`src/rtl/ddc_iq_ser_pkg.sv`:
```
// ---------------------------------------------------------------------------
// ddc_iq_ser_pkg
// Shared constants and types for the I/Q serializer slice.
//   DSZ_DEF    : default I/Q sample width
//   ASZ_DEF    : default FIFO address width (depth = 2**ASZ_DEF pairs)
//   CLKDIV_DEF : default clk cycles per sclk half-period
//   FRAME_LEN  : serial frame length for the default sample width
//   ser_state_e: serializer FSM state encoding
// ---------------------------------------------------------------------------
package ddc_iq_ser_pkg;

    localparam int DSZ_DEF    = 16;
    localparam int ASZ_DEF    = 2;
    localparam int CLKDIV_DEF = 4;
    localparam int FRAME_LEN  = 2 * DSZ_DEF;

    typedef enum logic [0:0] {
        ST_IDLE  = 1'b0,
        ST_SHIFT = 1'b1
    } ser_state_e;

endpackage

```
`src/rtl/ddc_iq_ser_if.sv`:
```
// ---------------------------------------------------------------------------
// ddc_iq_ser_if
// Groups the sample-stream input and the serial/status outputs of ddc_iq_ser.
//   valid, i_in, q_in : I/Q pair strobe and samples (from the downconverter)
//   ovf_clr           : clear of the sticky overflow flag
//   sclk, sync, sdat  : serial bit clock, frame sync, serial data
//   ovf, level        : sticky overflow flag, FIFO occupancy
// master = sample source / serial receiver side, slave = the serializer.
// ---------------------------------------------------------------------------
interface ddc_iq_ser_if
    import ddc_iq_ser_pkg::*;
#(
    parameter int dsz = DSZ_DEF,
    parameter int asz = ASZ_DEF
);
    logic                  valid;
    logic signed [dsz-1:0] i_in;
    logic signed [dsz-1:0] q_in;
    logic                  ovf_clr;
    logic                  sclk;
    logic                  sync;
    logic                  sdat;
    logic                  ovf;
    logic [asz:0]          level;

    modport master (
        output valid, i_in, q_in, ovf_clr,
        input  sclk, sync, sdat, ovf, level
    );

    modport slave (
        input  valid, i_in, q_in, ovf_clr,
        output sclk, sync, sdat, ovf, level
    );
endinterface

```
`src/rtl/ddc_iq_ser_iq_fifo.sv`:
```
// ---------------------------------------------------------------------------
// iq_fifo
// Synchronous first-word-fall-through FIFO holding packed {I,Q} words.
//   clk, reset : clock, asynchronous active-low reset
//   wr, wdat   : write request and data
//   rd, rdat   : pop request and head word (valid whenever !empty)
//   level      : registered occupancy 0..2**ASZ
//   full/empty : occupancy flags
// A write while full is accepted only when a pop happens in the same cycle.
// ---------------------------------------------------------------------------
module iq_fifo
    import ddc_iq_ser_pkg::*;
#(
    parameter int WIDTH = FRAME_LEN,
    parameter int ASZ   = ASZ_DEF
) (
    input  logic             clk,
    input  logic             reset,
    input  logic             wr,
    input  logic [WIDTH-1:0] wdat,
    input  logic             rd,
    output logic [WIDTH-1:0] rdat,
    output logic [ASZ:0]     level,
    output logic             full,
    output logic             empty
);
    localparam int            DEPTH   = 1 << ASZ;
    localparam logic [ASZ:0]  DEPTH_L = (ASZ + 1)'(DEPTH);

    logic [WIDTH-1:0] r_mem [DEPTH];
    logic [ASZ-1:0]   r_wptr;
    logic [ASZ-1:0]   r_rptr;
    logic [ASZ:0]     r_level;
    logic             w_do_rd;
    logic             w_do_wr;

    assign empty   = (r_level == (ASZ + 1)'(0));
    assign full    = (r_level == DEPTH_L);
    assign w_do_rd = rd && !empty;
    assign w_do_wr = wr && (!full || w_do_rd);
    assign rdat    = r_mem[r_rptr];
    assign level   = r_level;

    // Storage array write port; contents need no reset because level gates reads.
    always_ff @(posedge clk) begin
        if (w_do_wr) begin
            r_mem[r_wptr] <= wdat;
        end
    end

    // Pointers (wrap naturally at 2**ASZ) and occupancy counter.
    always_ff @(posedge clk or negedge reset) begin
        if (!reset) begin
            r_wptr  <= ASZ'(0);
            r_rptr  <= ASZ'(0);
            r_level <= (ASZ + 1)'(0);
        end else begin
            if (w_do_wr) begin
                r_wptr <= r_wptr + ASZ'(1);
            end
            if (w_do_rd) begin
                r_rptr <= r_rptr + ASZ'(1);
            end
            case ({w_do_wr, w_do_rd})
                2'b10:   r_level <= r_level + (ASZ + 1)'(1);
                2'b01:   r_level <= r_level - (ASZ + 1)'(1);
                default: r_level <= r_level;
            endcase
        end
    end

endmodule

```
`src/rtl/ddc_iq_ser.sv`:
```
// ---------------------------------------------------------------------------
// ddc_iq_ser
// Buffers I/Q pairs from the downconverter and shifts each one out MSB-first
// (I then Q) as a 2*dsz-bit frame on a free-running sclk, with a one-bit-time
// frame sync, toward the host serial port.
//   clk   : system clock
//   reset : asynchronous active-low reset
//   bus   : slave side of ddc_iq_ser_if (valid/i_in/q_in/ovf_clr in,
//           sclk/sync/sdat/ovf/level out, all outputs registered)
// sdat/sync only move on the clk edge that drops sclk, so the receiver
// samples a stable bit on every sclk rising edge.
// ---------------------------------------------------------------------------
module ddc_iq_ser
    import ddc_iq_ser_pkg::*;
#(
    parameter int dsz    = DSZ_DEF,
    parameter int asz    = ASZ_DEF,
    parameter int clkdiv = CLKDIV_DEF
) (
    input  logic        clk,
    input  logic        reset,
    ddc_iq_ser_if.slave bus
);
    localparam int FLEN = 2 * dsz;
    localparam int BCW  = $clog2(FLEN);
    localparam int DVW  = (clkdiv > 1) ? $clog2(clkdiv) : 1;
    localparam logic [DVW-1:0] DIV_TC   = DVW'(clkdiv - 1);
    localparam logic [BCW-1:0] BIT_LAST = BCW'(FLEN - 1);

    logic [DVW-1:0]  r_div;
    logic            r_sclk;
    ser_state_e      r_state;
    logic [FLEN-2:0] r_shreg;   // bits still to send; MSB already on sdat
    logic [BCW-1:0]  r_bitcnt;
    logic            r_sdat;
    logic            r_sync;
    logic            r_ovf;

    logic            w_tc;
    logic            w_fall;
    logic            w_frame_end;
    logic            w_pop;
    logic            w_drop;
    logic [FLEN-1:0] w_rdat;
    logic [asz:0]    w_level;
    logic            w_full;
    logic            w_empty;

    assign w_tc        = (r_div == DIV_TC);
    assign w_fall      = w_tc && r_sclk;
    assign w_frame_end = (r_state == ST_SHIFT) && (r_bitcnt == BCW'(0));
    // A new frame is loaded on a fall either from idle or right after the
    // last bit of the previous frame, giving back-to-back frames.
    assign w_pop       = w_fall && !w_empty && ((r_state == ST_IDLE) || w_frame_end);
    assign w_drop      = bus.valid && w_full && !w_pop;

    iq_fifo #(
        .WIDTH (FLEN),
        .ASZ   (asz)
    ) u_fifo (
        .clk   (clk),
        .reset (reset),
        .wr    (bus.valid),
        .wdat  ({bus.i_in, bus.q_in}),
        .rd    (w_pop),
        .rdat  (w_rdat),
        .level (w_level),
        .full  (w_full),
        .empty (w_empty)
    );

    assign bus.sclk  = r_sclk;
    assign bus.sync  = r_sync;
    assign bus.sdat  = r_sdat;
    assign bus.ovf   = r_ovf;
    assign bus.level = w_level;

    // Free-running divider producing the 50% duty sclk.
    always_ff @(posedge clk or negedge reset) begin
        if (!reset) begin
            r_div  <= DVW'(0);
            r_sclk <= 1'b0;
        end else if (w_tc) begin
            r_div  <= DVW'(0);
            r_sclk <= ~r_sclk;
        end else begin
            r_div  <= r_div + DVW'(1);
        end
    end

    // Serializer FSM with shift register and registered sdat/sync.
    always_ff @(posedge clk or negedge reset) begin
        if (!reset) begin
            r_state  <= ST_IDLE;
            r_shreg  <= (FLEN - 1)'(0);
            r_bitcnt <= BCW'(0);
            r_sdat   <= 1'b0;
            r_sync   <= 1'b0;
        end else if (w_fall) begin
            if (w_pop) begin
                r_state  <= ST_SHIFT;
                r_shreg  <= w_rdat[FLEN-2:0];
                r_sdat   <= w_rdat[FLEN-1];
                r_sync   <= 1'b1;
                r_bitcnt <= BIT_LAST;
            end else begin
                case (r_state)
                    ST_SHIFT: begin
                        r_sync <= 1'b0;
                        if (w_frame_end) begin
                            r_state <= ST_IDLE;
                            r_sdat  <= 1'b0;
                        end else begin
                            r_sdat   <= r_shreg[FLEN-2];
                            r_shreg  <= {r_shreg[FLEN-3:0], 1'b0};
                            r_bitcnt <= r_bitcnt - BCW'(1);
                        end
                    end
                    default: begin
                        r_state <= ST_IDLE;
                        r_sdat  <= 1'b0;
                        r_sync  <= 1'b0;
                    end
                endcase
            end
        end
    end

    // Sticky overflow flag; a drop in the same cycle as a clear wins.
    always_ff @(posedge clk or negedge reset) begin
        if (!reset) begin
            r_ovf <= 1'b0;
        end else if (w_drop) begin
            r_ovf <= 1'b1;
        end else if (bus.ovf_clr) begin
            r_ovf <= 1'b0;
        end else begin
            r_ovf <= r_ovf;
        end
    end

endmodule

```
`src/flat_wrapper.sv`:
```
// flat-port wrapper written by rule: the top's interface ports become plain ports
module ddc_iq_ser_flat import ddc_iq_ser_pkg::*;
#(
    parameter int dsz    = DSZ_DEF,
    parameter int asz    = ASZ_DEF,
    parameter int clkdiv = CLKDIV_DEF
)
  (clk, reset, bus_valid, bus_i_in, bus_q_in, bus_ovf_clr, bus_sclk, bus_sync, bus_sdat, bus_ovf, bus_level);
  ddc_iq_ser_if #(.dsz(dsz), .asz(asz)) bus_i ();
  input  logic clk;
  input  logic reset;
  input wire logic [$bits(bus_i.valid)-1:0] bus_valid;
  input wire logic [$bits(bus_i.i_in)-1:0] bus_i_in;
  input wire logic [$bits(bus_i.q_in)-1:0] bus_q_in;
  input wire logic [$bits(bus_i.ovf_clr)-1:0] bus_ovf_clr;
  output wire logic [$bits(bus_i.sclk)-1:0] bus_sclk;
  output wire logic [$bits(bus_i.sync)-1:0] bus_sync;
  output wire logic [$bits(bus_i.sdat)-1:0] bus_sdat;
  output wire logic [$bits(bus_i.ovf)-1:0] bus_ovf;
  output wire logic [$bits(bus_i.level)-1:0] bus_level;
  assign bus_i.valid = bus_valid;
  assign bus_i.i_in = bus_i_in;
  assign bus_i.q_in = bus_q_in;
  assign bus_i.ovf_clr = bus_ovf_clr;
  assign bus_sclk = bus_i.sclk;
  assign bus_sync = bus_i.sync;
  assign bus_sdat = bus_i.sdat;
  assign bus_ovf = bus_i.ovf;
  assign bus_level = bus_i.level;
  ddc_iq_ser #(.dsz(dsz), .asz(asz), .clkdiv(clkdiv)) u_core (.clk(clk), .reset(reset), .bus(bus_i));
endmodule
```
`config.mk`:
```
export PLATFORM = sky130hd
export DESIGN_NAME = ddc_iq_ser_flat
export DESIGN_NICKNAME = d
export VERILOG_FILES = /design/src/rtl/ddc_iq_ser_pkg.sv /design/src/rtl/ddc_iq_ser_if.sv /design/src/rtl/ddc_iq_ser_iq_fifo.sv /design/src/rtl/ddc_iq_ser.sv /design/src/flat_wrapper.sv
export SDC_FILE = /design/constraint.sdc
export NUM_CORES = 1
export LEC_CHECK = 0
export BUFFER_PORTS_ARGS = -buffer_cell sky130_fd_sc_hd__buf_2
export CAP_MARGIN = 20
export CORE_MARGIN = 2
export CORE_UTILIZATION = 45
export CTS_CLUSTER_DIAMETER = 80
export DETAILED_ROUTE_END_ITERATION = 10
export HOLD_SLACK_MARGIN = 0.1
export SKIP_CTS_REPAIR_TIMING = 1
export SYNTH_ARGS = -nofsm -noshare
export SYNTH_HDL_FRONTEND = slang
export SYNTH_SLANG_ARGS = --single-unit
```
`constraint.sdc`:
```
create_clock -name clk -period 5.8 [get_ports clk]
set_input_delay 0.29 -clock clk [delete_from_list [all_inputs] [get_ports clk]]
set_output_delay 0.29 -clock clk [all_outputs]
set_load 0.05 [all_outputs]
```
; ---- Yosys cells after proc, flatten, opt, wreduce, memory -nomap -nowiden
; Memory sizes are Yosys's and may differ from the RTL's.
; Index checks and enable logic that the tools add are counted.
[classes]
add_sub_neg = 6
eq_ne = 5
n_mux = 19
bitwise_logic = 2
n_reduce_logical = 19
[op_table]
columns = cell, n
row1 = 2-to-1 mux 31 bit, 3
row2 = 2-to-1 mux 5 bit, 3
row3 = 2-to-1 mux 1 bit, 11
row4 = logical AND 1 bit, 8
row5 = adder 2 x 1 -> 2 bit (second input constant), 3
row6 = one-hot mux 3 bit (2 select lines), 1
row7 = nonzero test 2 bit, 3
row8 = zero test 5 bit, 1
row9 = subtractor 5 x 1 -> 5 bit (second input constant), 1
row10 = equality test 2 bit (second input constant), 2
row11 = adder 3 x 1 -> 3 bit (second input constant), 1
row12 = equality test 3 bit (second input constant), 1
row13 = zero test 1 bit, 3
row14 = zero test 3 bit, 1
row15 = AND reduction 3 bit, 1
row16 = subtractor 3 x 1 -> 3 bit (second input constant), 1
row17 = equality test 2 x 1 -> 1 bit (second input constant), 1
row18 = logical OR 1 bit, 2
row19 = 2-to-1 mux 2 bit, 1
row20 = != test 2 bit (second input constant), 1
row21 = inverter 1 bit, 2
[totals]
regBits = 50
ramBits = 128
input_bits = 36
out_inout_bits = 7
word_cells = 63
mem_count = 1
[memory_table]
columns = name, words, width, read_ports, rd_clocked_by_memory_dff, wr, line_no
row1 = u_core.u_fifo.r_mem, 4, 32, 1, 0, 1, ddc_iq_ser_iq_fifo.sv:30  ; logic [WIDTH-1:0] r_mem [DEPTH];

; ---- Depth between registers and ports, before layout
; Gate-level depths: netlist of the first run.
[depth]
word_depth = 9
depth_mapped = 12
depth_no_buf = 10

; ---- Hierarchy
; From an unflattened synthesis of the first run, not the netlist that was laid out.
[hier_totals]
cells_unflattened = 449
hier_area_um2 = 7517.2
[modules_own_cells]
columns = mod, instances, cells_per_inst, area_per_inst_um2, seq_area_each_um2
row1 = iq_fifo, 1, 220, 5119.9, 4018.9
row2 = ddc_iq_ser, 1, 229, 2397.3, 1076.0

; ---- Worst setup path before layout of the first run
; Ideal clock, no wire load.
[synth_timing]
path_type = reg2reg
from = reg u_core.r_bitcnt[0]
to = mem u_core.u_fifo.r_mem[0][0] (netlist bit) (enable)
setup_ps = 392
arrival_ps = 2474
t_required_ps = 5408
setup_slack_ps = 2934
path_stages_with_launch = 8
path_buffers = 1
period_less_slack_ps = 2866
path_cell_list = dfrtp_1 -> inv_1 -> ha_1 -> or4b_1 -> buf_6 -> a21oi_2 -> or2_2 -> and3_1
[synth_between]
elab_chain_len = 9
[synth_lines]
columns = item, line_no
row1 = from (decl), ddc_iq_ser.sv:34  ; logic [BCW-1:0] r_bitcnt;
row2 = from (signal assigned), ddc_iq_ser.sv:116  ; r_bitcnt <= r_bitcnt - BCW'(1);
row3 = zero test 5 bit, ddc_iq_ser.sv:51  ; assign w_frame_end = (r_state == ST_SHIFT) && (r_bitcnt == BCW'(0));
row4 = logical AND 1 bit, ddc_iq_ser.sv:51
row5 = logical OR 1 bit, ddc_iq_ser.sv:54  ; assign w_pop = w_fall && !w_empty && ((r_state == ST_IDLE) || w_frame_end);
row6 = logical AND 1 bit, ddc_iq_ser.sv:54
row7 = logical AND 1 bit, ddc_iq_ser_iq_fifo.sv:39  ; assign w_do_rd = rd && !empty;
row8 = logical OR 1 bit, ddc_iq_ser_iq_fifo.sv:40  ; assign w_do_wr = wr && (!full || w_do_rd);
row9 = logical AND 1 bit, ddc_iq_ser_iq_fifo.sv:40
row10 = 2-to-1 mux 1 bit, ddc_iq_ser_iq_fifo.sv:46  ; if (w_do_wr) begin
row11 = 2-to-1 mux 1 bit (not written as such), ddc_iq_ser_iq_fifo.sv:47  ; r_mem[r_wptr] <= wdat;
row12 = to (decl), ddc_iq_ser_iq_fifo.sv:30
; Every way passes these cells.

; ---- Final worst setup path of the first run
[layout_timing]
from = reg u_core.r_bitcnt[0]
to = mem u_core.u_fifo.r_mem[0][30] (netlist bit) (enable)
; Same word-level chain as after synthesis.

==> results.cfg, run 1 <==
[timing]
period_minus_slack_ps = 2810
finalHoldViolCount = 0
worst_pin_slew_ps = 694
tns_ps = 0
skew_ps = 18.3
final_max_slew_viol_count = 0
fin_crit_sh_pct = 48.5
relSlewSlack_pct = 53.7
finalSetupViolCount = 0
grt_setup_unrepaired = false
max_freq_mhz = 355

[synthesis]
synthDistinctLibCells = 47
yosys-top-cells-area = edfxtp_1 54%, dfrtp_1 18%, mux4_2 10%, a221o_1 4.2%, and3_1 2.4%
syn_avg_cell_area_um2 = 18.5
syn_inst = 385
synth_common_cells = 128 x edfxtp_1, 50 x dfrtp_1, 32 x mux4_2, 30 x a221o_1, 27 x and3_1
synthesis.area_um2 = 7110
synth_top_cell_area_share_pct = 54.0
synth_ff_type = edfxtp_1
ys_ff_latch = 178
yosysSeqAreaShare_pct = 71.6
synth_edf_count = 128
async_reset_ff_share_pct = 28.1
yosysWarningCount = 0
syn_nets = 429
yosysMostFrequentCell = edfxtp_1
yosys.area.top_type = edfxtp_1

[clocking]
cts_buffers = 17
max-clock-path-buffers = 2
clk_latency_ps = 430
cts_tree = done
cts.htree.levels = 4
cts.sinks = 178
clk_pin_slew_ps = 60
cts-root-buf = clkbuf_16

[critical_path]
crit_family = simple AND/OR/NAND/NOR gates
critical_path_class = flip-flop to flip-flop
cp-end-kind = flip-flop
worst-endpoint-arrival_ps = 2860
crit_slowest_cell = or4b_1
crit_buf_inv = 2
path_cells = inv_1 -> ha_1 -> or4b_1 -> a21oi_2 -> or2_2 -> and3_1 -> buf_4
reg2reg_setup_slack_ps = 2990
critical_path.max_fanout = 32
cp_data_required_time_ps = 5850
start_kind = flip-flop
slowest_delay_ps = 600

[die]
coreArea_um2 = 15300
fp.dieW_um = 130
ioPinCount = 43
rows = 45
start_util_pct = 46.5
die-area_um2 = 16800
die_height_um = 130

[grt]
grt.overflow.total = 0
antenna_found_initial = 0
grt_pass1_vias = 3829
grt_max_degree = 51
grt_util_all_layers_pct = 16.9
grt_pass1_wl_um = 21000

[placed_design]
dp_hpwl_um = 7050
io_buffers = 42
post-place-cells = 620
gp_congestion = 0.721

[final_layout]
drive_above_1_share_pct = 27.7
fin_cells = 680
fin_nets = 500
syn_to_final_growth_pct = 16.7
diodes = 0

[detailed_routing]
ant_nets = 0
first_iter_violations = 231
vias = 3662
first_pass_iters = 4
via_per_inst = 5.39
totalWireLength_um = 13000
wl_per_cell_um = 19.2
drc = 0

[min_path]
min_path_type = input pin to flip-flop

[power_and_ir_drop]
p_leak_nw = 3.15
ir_drop_v = 0.000279
powerDensity_nw_per_um2 = 470

[outcome]
status = complete, no violations

[job]
maxCapViolCount = 0
-- cell usage in the layout, fill, tap and decap left out, types with 3 or more instances in the layout --
cell type / Yosys / final
dlygate4sd3_1: 0 / 28
nand2_1: 10 / 10
clkinvlp_4: 0 / 6
clkbuf_16: 0 / 17
dfrtp_1: 50 / 49
nor2_1: 8 / 8
buf_2: 7 / 42
and3_1: 27 / 27
and3_2: 6 / 6
xor2_1: 3 / 3
inv_1: 9 / 9
mux4_2: 32 / 32
buf_4: 0 / 10
xnor2_1: 3 / 3
a2bb2oi_1: 4 / 4
mux2i_1: 3 / 3
a221o_1: 30 / 30
clkinv_2: 0 / 5
edfxtp_1: 128 / 128
o21ai_0: 3 / 3
nand3_1: 3 / 3
ha_1: 7 / 7
-- registers in the layout, indices dropped and copies added, names as in the netlist --
register / cells
u_core.bus.sdat: 1
u_core.u_fifo.r_wptr: 2
u_core.bus.sclk: 1
u_core.u_fifo.r_mem: 128
u_core.u_fifo.r_rptr: 2
u_core.bus.ovf: 1
u_core.bus.sync: 1
u_core.r_div: 2
u_core.r_state: 1
u_core.r_bitcnt: 5
u_core.u_fifo.level: 3
u_core.r_shreg: 31
-- worst reg2reg max path, cell delays in order, from the launching register on --
cell and delay (ps):
dfrtp_1 410, inv_1 90, ha_1 130, or4b_1 600
a21oi_2 400, or2_2 210, and3_1 150, buf_4 420
-- final timing paths --
check | from | end | cells past startpoint
setup / recovery | u_core.r_bitcnt[0]$_DFFE_PN0P_ | u_core.u_fifo.r_mem[0][30]$_DFFE_PP_ | 7
min in group asynchronous | reset | u_core.u_fifo.level[1]$_DFFE_PN0P_ | 3
setup reg to reg | u_core.r_bitcnt[0]$_DFFE_PN0P_ | u_core.u_fifo.r_mem[0][30]$_DFFE_PP_ | 7
max in group asynchronous | reset | u_core.u_fifo.r_rptr[0]$_DFFE_PN0N_ | 3
hold reg to reg | u_core.r_div[0]$_DFF_PN0_ | u_core.r_div[0]$_DFF_PN0_ | 1
hold / removal | bus_q_in[10] | u_core.u_fifo.r_mem[0][10]$_DFFE_PP_ | 1
-- layer usage --
metal / global-route usage [%] / vias up / wire length [um]
li1: - / 1689 / -
met1: 21.3 / 1877 / 5740
met2: 28.8 / 92 / 6560
met3: 4.31 / 4 / 683
met4: 5.57 / 0 / 64
met5: 0 / - / 0
-- cell type report --
cell class | instances | area [um2]
Clock buffer | 18 | 429
Clock inverter | 14 | 118
Fill cell | 1252 | 7010
Inverter | 9 | 33.8
Multi-Input combinational cell | 170 | 1800
Sequential cell | 178 | 5100
Tap cell | 211 | 264
Timing Repair Buffer | 80 | 566
-- per-stage QoR --
stage / hold slack (ps) / utilization, % / power, W / setup WS, ps / cell area, um2
after floorplan: -5.59 / - / 0.00267 / 2930 / 7110
after global placement: 413 / 48.8 / 0.00285 / 3050 / 7480
after detailed placement: 429 / 48.8 / 0.00289 / 2970 / 7480
after CTS: 13.4 / 52.4 / 0.00394 / 2970 / 8020
after global routing: 107 / 54.2 / 0.00412 / 2810 / 8300
final: 103 / 54.2 / 0.00391 / 2990 / 8300
-- report_power, final --
group / total [W] / leakage (nW) / internal [W] / switching (W)
Clock: 0.00105 / 0.253 / 0.000587 / 0.000465
Sequential: 0.00185 / 1.79 / 0.00171 / 0.000142
Combinational: 0.00100 / 1.10 / 0.000455 / 0.000547
Total: 0.00391 / 3.15 / 0.00275 / 0.00115
-- logic make-up (layout without fill, tap and decap cells) --
family	count (synthesis)	after routing	share of synthesized area [%]
compound gates	54	54	6.93
xor+xnor	6	6	0.739
buf+inv	37	121	3.11
mux	36	36	10.7
fa+ha+maj	8	8	1.51
simple gates	66	66	5.38
flops	178	178	71.6
Power figures use the tool's default switching activity.
==> run 2: changes to the inputs <==
--- a/config.mk
+++ b/config.mk
@@ -5,6 +5,7 @@
 export SDC_FILE = /design/constraint.sdc
 export NUM_CORES = 1
 export LEC_CHECK = 0
+export ABC_AREA = 1
 export BUFFER_PORTS_ARGS = -buffer_cell sky130_fd_sc_hd__buf_2
 export CAP_MARGIN = 20
 export CORE_MARGIN = 2
==> constraint.sdc (replaced) <==
create_clock -name clk -period 2.9 [get_ports clk]
set_input_delay 0.145 -clock clk [delete_from_list [all_inputs] [get_ports clk]]
set_output_delay 0.145 -clock clk [all_outputs]
set_load 0.05 [all_outputs]
==> run 2 against run 1 <==
  * Clock skew decreased by 12 ps
  * Critical path depth increased by 4
  * Via count increased by 31%
  * First-iteration DRC count increased by 34%
  * Synthesized cell count increased by 62%
  * Global-route usage increased by 1.8 points
  * Core utilization increased by 0.29 points
  * Cell area increased by 3.5%
  * Hold slack improved by 210 ps
  * Final cell count increased by 37%
  * Largest power group unchanged
  * Highest routed layer unchanged
==> results.cfg, run 2 <==
[outcome]
status = complete, no violations

[placed_design]
gp_congestion = 0.770
io_buffers = 42
dp_hpwl_um = 8560

[detailed_routing]
vias = 4813
drc = 0
wl_per_cell_um = 15.9
first_pass_iters = 5
first_iter_violations = 310
ant_nets = 0
via_per_inst = 5.17
totalWireLength_um = 14800

[power_and_ir_drop]
seqPwrFrac_pct = 46.4
p_leak_nw = 3.41
switching_share_pct = 31.0
ir_drop_v = 0.000463
powerDensity_nw_per_um2 = 918
combPwrFrac_pct = 23.9
power_switching_w = 0.00244
internal-power_w = 0.00545
power_w = 0.00789
p_clk_share_pct = 29.6

[timing]
finalSetupViolCount = 0
grt_setup_unrepaired = false
relSlewSlack_pct = 52.6
period_minus_slack_ps = 2220
final_max_slew_viol_count = 0
fin_crit_sh_pct = 76.7
max_freq_mhz = 450
fin_hold_ws_ps = 309
worst_pin_slew_ps = 712
finalHoldViolCount = 0
skew_ps = 6.62

[critical_path]
start_kind = flip-flop
worst-endpoint-arrival_ps = 2310
cp_data_required_time_ps = 2990
reg2reg_setup_slack_ps = 680
critical_path_class = flip-flop to flip-flop
critical_path.max_fanout = 21
r2r_end = u_core.u_fifo.r_mem[2][23]$_DFFE_PP_
rr_startpoint = u_core.r_bitcnt[0]$_DFFE_PN0P_
cp-end-kind = flip-flop
reg2reg_depth = 11

[synthesis]
syn_inst = 625
yosysSeqAreaShare_pct = 70.7
async_reset_ff_share_pct = 28.1
syn_avg_cell_area_um2 = 11.5
yosys.area.top_type = edfxtp_1
synthesis.area_um2 = 7210
synth_edf_count = 128
synth_top_cell_area_share_pct = 53.3
ys_ff_latch = 178
yosysMostFrequentCell = nand2_1
synthDistinctLibCells = 30
yosysWarningCount = 0
synth_ff_type = edfxtp_1
syn_nets = 669
yosys-top-cells-area = edfxtp_1 53%, dfrtp_1 17%, nand2_1 8.9%, nand3_1 4.7%, o21ai_0 2.6%
synth_common_cells = 171 x nand2_1, 128 x edfxtp_1, 68 x nand3_1, 50 x dfrtp_1, 37 x o21ai_0

[clocking]
clk_pin_slew_ps = 60
cts-root-buf = clkbuf_16
max-clock-path-buffers = 2
clk_latency_ps = 420
cts.htree.levels = 4
cts.sinks = 178
cts_tree = done
cts_buffers = 17

[final_layout]
final_common_cell = nand2_1
largest-register = u_core.u_fifo.r_mem
multi_input_area_um2 = 1850
drive_above_1_share_pct = 14.5
top_regs = u_core.u_fifo.r_mem: 128 flops, u_core.r_shreg: 31 flops, u_core.r_bitcnt: 5 flops
diodes = 0
fin_nets = 747
seq_area_um2 = 5100
largest_register_ffs = 128
fin_util_pct = 54.5
mostFrequentLayoutCells = 171 x nand2_1, 128 x edfxtp_1, 68 x nand3_1
fillCellCount = 1385
syn_to_final_growth_pct = 19.3

[min_path]
min_path_type = input pin to asynchronous set/reset pin

[job]
maxCapViolCount = 0

[die]
coreArea_um2 = 15800
die_height_um = 131
rows = 46
start_util_pct = 45.7
fp.dieW_um = 131
ioPinCount = 43
die-area_um2 = 17000

[grt]
grt_max_degree = 66
grt.overflow.total = 0
grt_pass1_wl_um = 23800
grt_pass1_vias = 4692
antenna_found_initial = 0
grt_util_all_layers_pct = 18.7
run 2: changes by cell type in the layout (fill, tap and decap cells not counted), moves of 12 or more:
cell,change
o21ai_0,+34
and3_1,-27
a21oi_1,+28
inv_1,+12
mux4_2,-32
a221o_1,-30
nand3_1,+65
nand2_1,+161
o21ai_1,+32
run 2: cell type report:
cell class	count	area share, %
Multi-Input combinational cell	388	21.5
Tap cell	216	3.14
Inverter	25	1.09
Sequential cell	178	59.3
Clock buffer	20	5.20
Clock inverter	11	1.86
Timing Repair Buffer	93	7.92
run 2: logic make-up (layout without fill, tap and decap cells):
kind of cell / Yosys count / after routing / synth area share (%)
fa+ha+maj: 8 / 8 / 1.49
compound gates: 105 / 105 / 7.55
xor+xnor: 4 / 4 / 0.486
simple gates: 271 / 271 / 16.0
flops: 178 / 178 / 70.7
buf+inv: 59 / 149 / 3.78
run 2: power groups by stage:
stage	clock (W)	combinational, W	sequential, W
global placement	0	0.00182	0.00369
CTS	0.00239	0.00187	0.00366
detailed placement	0	0.00186	0.00371
floorplan	0	0.00121	0.00377
global route	0.00249	0.00215	0.00373
finish	0.00234	0.00189	0.00366
run 2: critical path: stages (launching register included):
cell	delay, ps
dfrtp_1	410
inv_1	90
ha_1	150
inv_1	40
nor2_1	80
nand2_1	90
nand2_2	130
nand2_2	150
nand3_2	140
nand2_2	130
nor2_2	130
buf_4	350
run 2: metal layers:
layer  global-route usage [%]  up-vias  wire length [um]
li1                         -     2317                 -
met1                     23.9     2346              6600
met2                     30.1      118              7230
met3                     4.11       32               603
met4                     9.95        0               407
met5                        0        -                 0
run 2: how the worst max path moves through the flow:
stage,start,endpoint,cells after the start
CTS,u_core.r_bitcnt[0]$_DFFE_PN0P_,u_core.u_fifo.r_mem[2][23]$_DFFE_PP_,11
finish,u_core.r_bitcnt[0]$_DFFE_PN0P_,u_core.u_fifo.r_mem[2][23]$_DFFE_PP_,11
floorplan,u_core.u_fifo.level[2]$_DFFE_PN0P_,u_core.u_fifo.r_mem[0][0]$_DFFE_PP_,7
detailed placement,u_core.r_bitcnt[0]$_DFFE_PN0P_,u_core.u_fifo.r_mem[2][17]$_DFFE_PP_,11
global placement,u_core.r_bitcnt[0]$_DFFE_PN0P_,u_core.u_fifo.r_mem[3][17]$_DFFE_PP_,11
global route,u_core.r_bitcnt[0]$_DFFE_PN0P_,u_core.u_fifo.r_mem[2][23]$_DFFE_PP_,11
run 2: through the flow:
| step | TNS, ps | worst slack (ps) | cells | instance area [um2] |
|---|---|---|---|---|
| after floorplan | -46920 | -367 | 625 | 7210 |
| after global placement | 0 | 748 | 865 | 7640 |
| after detailed placement | 0 | 682 | 865 | 7640 |
| after CTS | 0 | 661 | 896 | 8250 |
| after global routing | 0 | 513 | 931 | 8600 |
| final | 0 | 676 | 931 | 8600 |
==> run 3: changes to the inputs <==
==> constraint.sdc (replaced) <==
create_clock -name clk -period 2.2 [get_ports clk]
set_input_delay 0.11 -clock clk [delete_from_list [all_inputs] [get_ports clk]]
set_output_delay 0.11 -clock clk [all_outputs]
set_load 0.05 [all_outputs]
==> run 3 against run 2 <==
  * Total power rose by 39%
  * Register-to-register slack got worse by 510 ps
  * Non-clock buffer count rose by 4
  * Sequential cell count did not move
  * Clock power rose by 48%
  * Critical endpoint is now u_core.u_fifo.r_mem[1][6]$_DFFE_PP_
  * Highest routed layer unchanged
==> results.cfg, run 3 (synthesized netlist as in run 2, its figures left out) <==
[critical_path]
crit_slowest_cell = dfrtp_1
r2r_end = u_core.u_fifo.r_mem[1][6]$_DFFE_PP_
critical_path.max_fanout = 12
crit_cells = 11
cp_data_required_time_ps = 2310
path_cells = inv_1 -> ha_1 -> inv_1 -> nor2_1 -> nand2_1 -> nand2_2 -> nand2_2 -> nand3_4 -> nand2_8 -> nor2_4 -> buf_4
reg2reg_depth = 11
crit_buf_inv = 3
slowest_delay_ps = 410
rr_startpoint = u_core.r_bitcnt[0]$_DFFE_PN0P_
cp-end-kind = flip-flop
start_kind = flip-flop
crit_family = simple AND/OR/NAND/NOR gates
worst-endpoint-arrival_ps = 2150
crit_end = u_core.u_fifo.r_mem[1][6]$_DFFE_PP_
reg2reg_setup_slack_ps = 160
worstSetupStartpoint = u_core.r_bitcnt[0]$_DFFE_PN0P_
critical_path_class = flip-flop to flip-flop

[placed_design]
io_buffers = 42
gp_congestion = 0.801
dp_hpwl_um = 8550
post-place-cells = 868

[outcome]
status = complete, no violations

[timing]
final_max_slew_viol_count = 0
skew_ps = 24.2
finalHoldViolCount = 0
relSlewSlack_pct = 70.7
fin_crit_sh_pct = 92.5
worst_pin_slew_ps = 440
period_minus_slack_ps = 2040
tns_ps = 0
finalSetupViolCount = 0
grt_setup_unrepaired = false
max_freq_mhz = 491

[die]
rows = 46
fp.dieW_um = 131
coreArea_um2 = 15800
die-area_um2 = 17000
ioPinCount = 43
start_util_pct = 45.7
die_height_um = 131

[detailed_routing]
vias = 4815
wl_per_cell_um = 15.9
drc = 0
first_iter_violations = 343
totalWireLength_um = 14800
first_pass_iters = 5
ant_nets = 0
via_per_inst = 5.14

[power_and_ir_drop]
powerDensity_nw_per_um2 = 1240
ir_drop_v = 0.000695
p_leak_nw = 3.52

[final_layout]
seq_area_um2 = 5100
fin_cells = 936
largest_register_ffs = 128
top_regs = u_core.u_fifo.r_mem: 128 flops, u_core.r_shreg: 31 flops, u_core.r_bitcnt: 5 flops
drive_above_1_share_pct = 16.1
fin_nets = 751
multi_input_area_um2 = 1900
mostFrequentLayoutCells = 171 x nand2_1, 128 x edfxtp_1, 68 x nand3_1
largest-register = u_core.u_fifo.r_mem
syn_to_final_growth_pct = 22.9
diodes = 0
fillCellCount = 1372
final_common_cell = nand2_1

[clocking]
cts.htree.levels = 4
cts.sinks = 178
cts_buffers = 17
max-clock-path-buffers = 2
clk_latency_ps = 440
clk_pin_slew_ps = 60
cts_tree = done
cts-root-buf = clkbuf_16

[grt]
grt_util_all_layers_pct = 18.4
grt_pass1_wl_um = 23200
grt_pass1_vias = 4548
grt.overflow.total = 0
antenna_found_initial = 0
grt_max_degree = 66

[min_path]
min_path_type = input pin to asynchronous set/reset pin

[job]
maxCapViolCount = 0
==> run 3: cell types whose count changed in the layout (fill, tap and decap cells not counted), moves of 2 or more <==
cell | previous run | this run
buf_12 | 0 | 8
buf_4 | 16 | 11
bufinv_16 | 4 | 6
clkbuf_1 | 2 | 0
clkinv_2 | 4 | 2
dfrtp_1 | 49 | 45
dfrtp_2 | 1 | 5
inv_6 | 1 | 5
nand2_2 | 4 | 2
nor2_2 | 6 | 2
nor2_4 | 1 | 5
==> run 3: worst reg2reg max path: cells and delay by family (launching register included) <==
kind,cells,cell delay (ps)
and+or+nand+nor,7,770
buffers and inverters,3,400
DFF,1,410
adders and majority gates,1,150
==> run 3: worst min-delay path by stage <==
stage                                         end  slack, ps  cells past startpoint
floorplan              u_core.bus.ovf$_DFFE_PN0P_       -190                      0
global placement    u_core.r_shreg[5]$_DFFE_PN0P_        130                      2
detailed placement  u_core.r_shreg[5]$_DFFE_PN0P_        130                      2
CTS                 u_core.r_shreg[4]$_DFFE_PN0P_       -340                      2
global route        u_core.r_shreg[5]$_DFFE_PN0P_        240                      3
finish              u_core.r_shreg[4]$_DFFE_PN0P_        210                      3
==> run 3: cell type report <==
type                    instances  area share, %
inverters                      25           1.06
clock buffers                  18           4.96
repair buffers                 97           9.18
multi-input cells             388           21.4
well taps                     216           3.05
flip-flops and latches        178           57.6
clock inverters                14           2.77
==> run 3: layer usage <==
layer  part of all wire, %  global-route usage (%)
met3                   3.8                    4.85
met2                    50                    29.7
met5                     0                       0
met4                   1.3                    6.70
met1                    45                    24.2
==> run 3: per-stage QoR <==
stage,cell area [um2],util (%),worst slack [ps],hold WS (ps),power [W]
finish,8860,56.2,165,212,0.0110
floorplan,7270,-,6.87,-186,0.00662
global placement,7810,49.5,259,134,0.00740
global route,8860,56.2,2.01,237,0.0116
CTS,8500,53.9,182,-336,0.0110
detailed placement,7810,49.5,196,127,0.00750
==> run 3: report_power, final <==
group / switching (W) / internal [W] / total, W
Sequential: 0.000351 / 0.00449 / 0.00484
Combinational: 0.00176 / 0.000886 / 0.00264
Clock: 0.00128 / 0.00218 / 0.00347
